### src/rtl/trap_controller.sv
// trap_controller: sequences machine-mode traps and mret around the CSR file.
// Flow per request: IDLE -> FLUSH (drain pipeline) -> COMMIT (CSR override) -> REDIRECT (fetch).
module trap_controller #(
    parameter int unsigned WORD_W = 32
) (
    input  logic              clk,
    input  logic              rst,
    input  logic              exc_valid,
    input  logic [WORD_W-1:0] exc_cause,
    input  logic [WORD_W-1:0] exc_pc,
    input  logic              mret_valid,
    input  logic              irq_msi,
    input  logic              irq_mti,
    input  logic              irq_mei,
    input  logic [WORD_W-1:0] commit_pc,
    input  logic              flush_ack,
    input  logic              csr_interrupt_en,
    input  logic [WORD_W-1:0] csr_mie,
    input  logic [1:0]        csr_mtvec_mode,
    input  logic [29:0]       csr_mtvec_base,
    input  logic [WORD_W-1:0] csr_mepc,
    output logic              csr_exception,
    output logic              csr_mret,
    output logic [WORD_W-1:0] csr_exception_cause,
    output logic [WORD_W-1:0] csr_exception_pc,
    output logic              flush_req,
    output logic              redirect_valid,
    output logic [WORD_W-1:0] redirect_pc,
    output logic              busy
);

    typedef enum logic [1:0] {
        IDLE,
        FLUSH,
        COMMIT,
        REDIRECT
    } state_t;

    typedef enum logic {
        KIND_TRAP,
        KIND_MRET
    } kind_t;

    localparam logic [WORD_W-1:0] IRQ_FLAG = {1'b1, {(WORD_W-1){1'b0}}};

    state_t            state_q, state_d;
    kind_t             kind_q, kind_d;
    logic [WORD_W-1:0] cause_q, cause_d;
    logic [WORD_W-1:0] pc_q, pc_d;
    logic [WORD_W-1:0] rpc_q, rpc_d;

    logic              mei_en, msi_en, mti_en;
    logic              is_irq;
    logic [WORD_W-1:0] vec_base;
    logic [WORD_W-1:0] vec_off;
    logic [WORD_W-1:0] target;
    logic              unused_bits;

    assign mei_en = irq_mei & csr_mie[11] & csr_interrupt_en;
    assign msi_en = irq_msi & csr_mie[3]  & csr_interrupt_en;
    assign mti_en = irq_mti & csr_mie[7]  & csr_interrupt_en;

    // Exception causes never have the top bit set, so it marks a latched interrupt.
    assign is_irq   = cause_q[WORD_W-1];
    assign vec_base = WORD_W'({csr_mtvec_base, 2'b00});
    assign vec_off  = WORD_W'({cause_q[4:0], 2'b00});

    assign unused_bits = ^csr_mie;

    // Redirect target; sampled into rpc_q during COMMIT while mtvec/mepc are stable.
    always_comb begin
        target = vec_base;
        if (kind_q == KIND_MRET) begin
            target = csr_mepc;
        end else if (is_irq && (csr_mtvec_mode == 2'd1)) begin
            target = vec_base + vec_off;
        end
    end

    // Next-state, request latching and redirect target capture.
    always_comb begin
        state_d = state_q;
        kind_d  = kind_q;
        cause_d = cause_q;
        pc_d    = pc_q;
        rpc_d   = '0;
        unique case (state_q)
            IDLE: begin
                if (exc_valid) begin
                    kind_d  = KIND_TRAP;
                    cause_d = exc_cause;
                    pc_d    = exc_pc;
                    state_d = FLUSH;
                end else if (mret_valid) begin
                    kind_d  = KIND_MRET;
                    cause_d = '0;
                    pc_d    = '0;
                    state_d = FLUSH;
                end else if (mei_en || msi_en || mti_en) begin
                    kind_d  = KIND_TRAP;
                    pc_d    = '0;
                    state_d = FLUSH;
                    if (mei_en) begin
                        cause_d = IRQ_FLAG | WORD_W'(11);
                    end else if (msi_en) begin
                        cause_d = IRQ_FLAG | WORD_W'(3);
                    end else begin
                        cause_d = IRQ_FLAG | WORD_W'(7);
                    end
                end
            end
            FLUSH: begin
                if (flush_ack) begin
                    state_d = COMMIT;
                    if (kind_q == KIND_TRAP && is_irq) begin
                        pc_d = commit_pc;
                    end
                end
            end
            COMMIT: begin
                state_d = REDIRECT;
                rpc_d   = target;
            end
            REDIRECT: begin
                state_d = IDLE;
            end
            default: begin
                state_d = IDLE;
            end
        endcase
    end

    // State and latch registers.
    always_ff @(posedge clk or posedge rst) begin
        if (rst) begin
            state_q <= IDLE;
            kind_q  <= KIND_TRAP;
            cause_q <= '0;
            pc_q    <= '0;
            rpc_q   <= '0;
        end else begin
            state_q <= state_d;
            kind_q  <= kind_d;
            cause_q <= cause_d;
            pc_q    <= pc_d;
            rpc_q   <= rpc_d;
        end
    end

    assign flush_req           = (state_q == FLUSH);
    assign csr_exception       = (state_q == COMMIT) && (kind_q == KIND_TRAP);
    assign csr_mret            = (state_q == COMMIT) && (kind_q == KIND_MRET);
    assign csr_exception_cause = csr_exception ? cause_q : '0;
    assign csr_exception_pc    = csr_exception ? pc_q : '0;
    assign redirect_valid      = (state_q == REDIRECT);
    assign redirect_pc         = rpc_q;
    assign busy                = (state_q != IDLE);

endmodule

### config.mk
export PLATFORM = sky130hd
export DESIGN_NAME = trap_controller
export DESIGN_NICKNAME = d
export VERILOG_FILES = /design/src/rtl/trap_controller.sv
export SDC_FILE = /design/constraint.sdc
export NUM_CORES = 1
export LEC_CHECK = 0
export BUFFER_PORTS_ARGS = -buffer_cell sky130_fd_sc_hd__buf_4
export CAP_MARGIN = 0
export CORE_MARGIN = 4
export CORE_UTILIZATION = 38
export DETAILED_ROUTE_END_ITERATION = 6
export PLACE_DENSITY = 0.73
export SLEW_MARGIN = 5
export SYNTH_ARGS = -nofsm -noshare
export SYNTH_HDL_FRONTEND = slang
export SYNTH_SLANG_ARGS = --single-unit
### constraint.sdc
create_clock -name clk -period 3.1 [get_ports clk]
set_clock_uncertainty 0.1 [all_clocks]
set_input_delay 0.62 -clock clk [delete_from_list [all_inputs] [get_ports clk]]
set_output_delay 0.62 -clock clk [all_outputs]
set_load 0.03 [all_outputs]
# Word level (Yosys, flattened, before mapping)
# Cells that the tools add are included.
[totals]
register_bits = 99
output_inout_bits = 101
in_bits = 201
word_cells = 57
[classes]
n_bitwise = 7
eq_ne = 7
add_sub_neg = 1
n_mux = 24
reduce_logical = 13
[ops]
columns = ["op", "count"]
rows = [
  ["32-bit 2-to-1 mux", 13],
  ["32-bit one-hot mux with 2 select lines", 1],
  ["32-bit by 7-bit adder with 32-bit output", 1],
  ["2-bit 2-to-1 mux", 4],
  ["2-bit one-hot mux with 4 select lines", 1],
  ["1-bit bitwise AND", 6],
  ["2-bit by 1-bit equality test with 1-bit output (second input constant)", 2],
  ["2-bit equality test (second input constant)", 2],
  ["1-bit logical AND", 4],
  ["4-bit 2-to-1 mux", 1],
  ["4-bit != test (second input constant)", 1],
  ["2-bit AND reduction", 2],
  ["4-bit AND reduction", 1],
  ["2-bit nonzero test", 2],
  ["1-bit 2-to-1 mux", 3],
  ["3-bit 2-to-1 mux", 1],
  ["3-bit nonzero test", 1],
  ["2-bit zero test", 1],
  ["1-bit logical OR", 2],
  ["2-bit by 1-bit != test with 1-bit output (second input constant)", 1],
  ["2-bit != test (second input constant)", 1],
  ["1-bit NOT", 1],
]

# Logic depth before layout (Yosys ltp)
# Gate-level depths: netlist (run 1).
[logic_depth]
ltp_word = 8
depth_mapped = 9
depth_no_buf = 8

# Worst setup path before layout (run 1)
# No wires, ideal clock.
[synth_path]
kind = "register to output"
start = "register state_q[0]"
end = "output port csr_exception_pc[22]"
path_buffers = 1
required_ps = 2380
arrival_time_ps = 1739
stages_incl_launch_ff = 6
slack_ps = 641
cell_sequence = "dfrtp_1 > inv_1 > ha_1 > nor2b_1 > clkbuf_1 > and2_1"
[synth_via]
elab_chain_cells = 3
[synth_rtl]
columns = ["element", "line", "text"]
rows = [
  ["start: declaration", "46", "state_t state_q, state_d;"],
  ["start signal: assignment", "142", "state_q <= state_d;"],
  ["2-bit equality test", "151", "assign csr_exception = (state_q == COMMIT) && (kind_q == KIND_TRAP);"],
  ["1-bit logical AND", "151", ""],
  ["via csr_exception", "22", "output logic csr_exception,"],
  ["32-bit 2-to-1 mux", "154", "assign csr_exception_pc = csr_exception ? pc_q : '0;"],
  ["end: declaration", "25", "output logic [WORD_W-1:0] csr_exception_pc,"],
]
# The timed path passes the listed nets, and every way through them passes these cells.

# Worst setup path in the final report (run 1)
[layout_path]
start = "register state_q[0]"
end = "output port csr_exception_cause[29]"
[layout_via]
elab_chain_cells = 3
[layout_rtl]
columns = ["element", "line", "text"]
rows = [
  ["2-bit equality test", "151", ""],
  ["1-bit logical AND", "151", ""],
  ["32-bit 2-to-1 mux", "153", "assign csr_exception_cause = csr_exception ? cause_q : '0;"],
  ["end: declaration", "24", "output logic [WORD_W-1:0] csr_exception_cause,"],
]
# Every way passes these cells.

==> results of run 1 <==
## cell families (layout without fill, tap and decap cells)
| kind of cell | Yosys count | in the layout | synth area share [%] |
|---|---|---|---|
| compound gates | 163 | 163 | 20.32 |
| xor+xnor | 25 | 25 | 4.027 |
| fa+ha+maj | 10 | 10 | 2.439 |
| buf+inv | 62 | 319 | 4.441 |
| flops | 99 | 99 | 45.56 |
| mux | 3 | 3 | 0.5752 |
| simple gates | 243 | 243 | 22.64 |
## per-layer routing
layer	GRT usage [%]	routed length [microns]
met3	5.435	1314
met4	8.552	475
met1	25.72	6808
met5	0	0
met2	34.04	8485
## per-stage QoR
stage | util [%] | hold slack [ns]
5_1_grt | 57.45 | 0.3771
4_1_cts | 57.41 | 0.3629
3_3_place_gp | 55.19 | 0.3403
6_report | 57.45 | 0.3512
2_1_floorplan | - | 0.3304
3_5_place_dp | 55.19 | 0.3475
## layout make-up
cell class / count / area (sq um) / share of cell area [%]
well taps: 180 / 225.2 / 2.813
inverters: 15 / 60.06 / 0.7502
clock inverters: 5 / 77.57 / 0.9691
flip-flops and latches: 99 / 2477 / 30.95
multi-input cells: 444 / 2745 / 34.29
repair buffers: 288 / 2187 / 27.32
clock buffers: 11 / 232.7 / 2.907
## cells in the final DEF (no fill, tap or decap), types with 3 or more instances in the layout
| master | Yosys | final |
|---|---|---|
| nor2b_1 | 6 | 4 |
| o211a_1 | 3 | 3 |
| a2111oi_4 | 3 | 3 |
| o21ai_0 | 63 | 63 |
| ha_1 | 9 | 9 |
| nor2_1 | 8 | 8 |
| o2111ai_1 | 5 | 5 |
| and2_1 | 66 | 66 |
| a22oi_1 | 31 | 31 |
| a211oi_1 | 8 | 8 |
| nor3_1 | 4 | 4 |
| a2111oi_2 | 3 | 3 |
| o211ai_1 | 4 | 4 |
| nand3_1 | 35 | 35 |
| and3_1 | 6 | 6 |
| dfrtp_1 | 99 | 99 |
| nand2_1 | 104 | 104 |
| nand4_1 | 4 | 4 |
| a22o_1 | 5 | 5 |
| and4_1 | 3 | 3 |
| buf_4 | 0 | 286 |
| a21oi_1 | 28 | 28 |
| clkbuf_16 | 0 | 9 |
| inv_1 | 15 | 14 |
| xor2_1 | 11 | 11 |
| xnor2_1 | 14 | 14 |
## sequential cells by signal (all words and copies together) (netlist names)
register	cells
cause_q	32
state_q	2
redirect_pc	32
pc_q	32
kind_q	1
## critical path: stages, from the launching register on
cell     delay [ns]
dfrtp_1        0.41
inv_1          0.10
ha_1           0.17
nor2b_4        0.17
buf_12         0.22
and2_1         0.18
buf_4          0.16
## worst paths after layout
kind | from | to | cells past startpoint
setup / recovery | state_q[0] | csr_exception_cause[29] | 6
min in group clk | cause_q[19] | cause_q[19] | 2
max in group asynchronous | rst | state_q[1] | 3
hold reg to reg | cause_q[19] | cause_q[19] | 2
setup reg to reg | cause_q[0] | redirect_pc[12] | 8
hold / removal | rst | redirect_pc[0] | 3
## power breakdown
group          total, mW  internal, mW  switching (mW)
combinational       3.44          1.27            2.17
clock               1.19         0.705           0.488
sequential          2.04          1.80           0.238
total               6.67          3.78            2.90
==> qor.yml, run 1 <==
logic_synthesis:
  yosysMostFrequentCell: "nand2_1"
  synth.top_cell.area_share_pct: 45.56
  syn-num-nets: 816
  ys.flop_type: "dfrtp_1"
  yosysTopAreaCell: "dfrtp_1"
  synth-async-reset-ratio_pct: 100.0
  synth.yosys.warnings: 0
  netlist_top_cells_count: "nand2_1, dfrtp_1, and2_1"
  ys_types: 45
  syn_area_sq_um: 5438
  yosys-top-cells-area: "dfrtp_1, and2_1, nand2_1"
  synth_edf_count: 0
  synth-seq-cells: 99
  syn_inst: 605
  synth_seq_area_share_pct: 45.56
  syn_avg_cell_area_sq_um: 8.988
die:
  initial_core_util_pct: 39.02
  rows: 43
  fp.dieArea_sq_um: 16290
  die_y_microns: 127.6
  io_pins: 302
  die_w_microns: 127.6
  core_area_sq_um: 13930
global_route:
  grt.overflow.total: 0
  first_global_vias: 5116
  grt_pass1_wl_mm: 26.85
  grt_start_max_net_pins: 65
  grt_usage_pct: 20.64
  antenna_found_initial: 0
clock_network:
  cts_root_buffer: "clkbuf_16"
  cts_resized: 0
  cts_buffers: 9
  htree_levels: 3
  cts_hold_buf: 0
  cts_tree: "done"
  cts_buffer_depth: 2
  path_clk_slew_ns: 0.07
  cts.sinks: 99
  clk_latency_ns: 0.35
  cts_setup_buffers: 0
timing:
  hold_violations: 0
  drv_slew: 0
  worst_slew_pin_slew_ns: 0.6974
  rsz0062_at_grt: "false"
  timing.max_slew.rel_slack_pct: 53.41
  setup_viol: 0
  fmax_mhz: 397.8
  setup_slack_ns: 0.5863
  period_needed_ns: 2.514
  finalSetupTns_ns: 0
  finalCritPeriodShare_pct: 81.09
placed_design:
  port_buffers: 272
  place_inst: 1026
  dpl-instance-area_sq_um: 7690
  dpl.hpwl_mm: 13.04
  dp_slack_ns: 0.3148
  gp_congestion: 0.8843
routing:
  wl_mm: 17.08
  drc_errors: 0
  firstDrtPassIters: 5
  ant_nets: 0
  vias: 5211
  via_per_inst: 5.001
  wl_per_cell_microns: 16.39
  dr.first_iter.drc_count: 260
power:
  power_mw: 6.673
  leakage_nw: 4.016
  peakVddDrop_mv: 0.4373
  pwr_density_cell_nw_per_um2: 833.5
critical_path:
  rrSetupSlack_ns: 0.62
  criticalPathCategory: "register to output port"
  path_max_fanout: 59
  cp-start-kind: "register"
  cp.required_ns: 2.38
  crit_arrival_ns: 1.79
  endpoint_kind: "output port"
outcome:
  status: "completed"
job:
  maxCapViolations: 0
hold_path:
  hold_class: "primary input to async pin"
final_layout:
  final_cell_area_sq_um: 8005
  final_nets: 1068
  antenna_cells: 0
  fillCellCount: 1283
  synthToLayoutAreaGrowth_pct: 47.22
  layout-drive-gt1-share_pct: 36.89
  layout.cells.non_filler: 1042
No activity file was read; power rests on OpenSTA's default activity.
==> run 2, diff against run 1 <==
Settings changed: ABC_AREA set to 1, PLACE_DENSITY 0.73 to 0.69.
Clock period 3.1 ns to 2.6 ns, I/O delays scaled along.
==> qor.yml, run 2 <==
outcome:
  status: "completed"
timing:
  period_needed_ns: 2.447
  fmax_mhz: 408.7
  setup_viol: 0  # unchanged
  hold_violations: 0  # unchanged
  worst_slew_pin_slew_ns: 0.7082  # +0.01082 ns
  finalSetupTns_ns: 0  # unchanged
  rsz0062_at_grt: "false"
  timing.max_slew.rel_slack_pct: 52.68  # -0.73 points
  finalCritPeriodShare_pct: 94.10
  worst_hold_slack_ns: 0.2285  # -0.1227 ns
  drv_slew: 0  # unchanged
job:
  maxCapViolations: 0  # unchanged
logic_synthesis:
  yosysMostFrequentCell: "nand2_1"
  synth-async-reset-ratio_pct: 100.0  # unchanged
  synth-seq-cells: 99  # unchanged
  syn_inst: 855  # +41%
  synth_seq_area_share_pct: 42.03  # -3.5 points
  yosysTopAreaCell: "dfrtp_1"
  syn_area_sq_um: 5894  # +8.4%
  synth.top_cell.area_share_pct: 42.03  # -3.5 points
  syn_avg_cell_area_sq_um: 6.894  # -23%
  synth_edf_count: 0  # unchanged
  yosys-top-cells-area: "dfrtp_1, nand2_1, nand3_1"
  ys_types: 37  # -18%
  synth.yosys.warnings: 0  # unchanged
  ys.flop_type: "dfrtp_1"
  netlist_top_cells_count: "nand2_1, inv_1, nand3_1"
  syn-num-nets: 1066  # +31%
global_route:
  first_global_vias: 6246  # +22%
  grt.overflow.total: 0  # unchanged
  grt_start_max_net_pins: 100  # +54%
  antenna_found_initial: 0  # unchanged
  grt_pass1_wl_mm: 31.46  # +17%
  grt_usage_pct: 22.09  # +1.4 points
critical_path:
  crit_arrival_ns: 1.83  # +0.04 ns
  path_max_fanout: 16  # -73%
  cp.required_ns: 1.98  # -0.40 ns
  r2r_start: "cause_q[0]"
  criticalPathCategory: "register to output port"
  cp-start-kind: "register"
  startpoint: "state_q[0]"
  endpoint_kind: "output port"
clock_network:
  clk_latency_ns: 0.35  # about the same
  cts_root_buffer: "clkbuf_16"
  cts_tree: "done"
  cts_buffer_depth: 2  # unchanged
  cts_hold_buf: 0  # unchanged
  cts_buffers: 9  # unchanged
  cts.sinks: 99  # unchanged
  path_clk_slew_ns: 0.07  # about the same
  htree_levels: 3  # unchanged
routing:
  drc_errors: 0  # unchanged
  vias: 6346  # +22%
  via_per_inst: 4.855  # -2.9%
  wl_per_cell_microns: 15.03  # -8.3%
  dr.first_iter.drc_count: 403  # +55%
  ant_nets: 0  # unchanged
  wl_mm: 19.65  # +15%
  firstDrtPassIters: 7  # +2
placed_design:
  port_buffers: 272  # unchanged
  dpl.hpwl_mm: 15.06  # +15%
  gp_congestion: 0.8966  # +1.4%
power:
  peakVddDrop_mv: 0.4222  # -3.5%
  leakage_nw: 4.708  # +17%
  pwr_density_cell_nw_per_um2: 1040  # +25%
final_layout:
  final_cell_mix: "buf_4, nand2_1, nand3_1, inv_1, dfrtp_1"
  layout-drive-gt1-share_pct: 29.49  # -7.4 points
  synthToLayoutAreaGrowth_pct: 44.56
  antenna_cells: 0  # unchanged
  final_common_cell: "buf_4"
  final_nets: 1325  # +24%
die:
  die_w_microns: 132.5  # +3.9%
  die_y_microns: 132.5  # +3.9%
  io_pins: 302  # unchanged
  rows: 45  # +4.7%
  fp.dieArea_sq_um: 17570  # +7.9%
  initial_core_util_pct: 38.77  # -0.25 points
  core_area_sq_um: 15200  # +9.1%
hold_path:
  hold_class: "primary input to async pin"
## run 2: kinds of logic (layout without fill, tap and decap cells)
| family | count (synthesis) | after routing | share of synthesized area, % |
|---|---|---|---|
| AO/OA/AOI/OAI | 90 | 90 | 8.682 |
| adder cells (fa/ha/maj) | 10 | 10 | 2.250 |
| buffers and inverters | 169 | 433 | 11.42 |
| flip-flops | 99 | 99 | 42.03 |
| AND/OR/NAND/NOR | 487 | 487 | 35.62 |
## run 2: worst paths after layout
path                            slack, ns              endpoint  cells past startpoint
worst max register to register       0.45       redirect_pc[18]                     11
max in group asynchronous            1.77       redirect_pc[17]                      3
worst min register to register       0.37              pc_q[18]                      2
worst min-delay path                 0.23            cause_q[7]                      3
worst max-delay path                 0.15  csr_exception_pc[30]                      6
min in group clk                     0.27       redirect_pc[13]                      3
## run 2: metal layers
metal	track usage, %	up-vias	share of wire (%)
li1	-	3205	-
met1	27.15	2897	41
met2	37.78	224	49
met3	6.312	20	8.3
met4	6.524	0	1.3
met5	0	-	0
## run 2: critical path, cell delays in order, from the launching register on
cell and delay [ns]:
dfrtp_1 0.42, inv_1 0.10, ha_1 0.25, nand2_4 0.13
buf_4 0.22, nor2_1 0.16, buf_4 0.19
## run 2: stage by stage
step	std cells	area, sq um	power [mW]	setup slack [ns]	utilization [%]
after floorplan	855	5898	5.605	0.4678	-
after global placement	1288	8114	7.153	0.09348	53.37
after detailed placement	1288	8114	7.221	0.03813	53.37
after CTS	1307	8513	8.953	0.1028	56.00
after global routing	1307	8521	9.552	0.03713	56.05
final	1307	8521	8.862	0.1534	56.05
## run 2: what timing repair did
| item | in CTS | in global routing |
|---|---|---|
| buffers inserted | 3 | 0 |
| pin swaps | 1 | 0 |
| endpoints found under the setup margin | 55 | 4 |
| gates resized for setup | 1 | 1 |
## run 2: layout make-up
cell class / instances / area [sq um]
Sequential cell: 99 / 2477
Clock buffer: 9 / 225.2
Multi-Input combinational cell: 587 / 2763
Tap cell: 188 / 235.2
Clock inverter: 7 / 146.4
Timing Repair Buffer: 291 / 2197
Fill cell: 1514 / 6681
Inverter: 126 / 476.7
## run 2: where the power goes
part	internal (mW)	total [mW]	switching (mW)
registers	2.19	2.45	0.264
clock network	1.05	1.66	0.615
logic	1.60	4.75	3.15
total	4.83	8.86	4.03
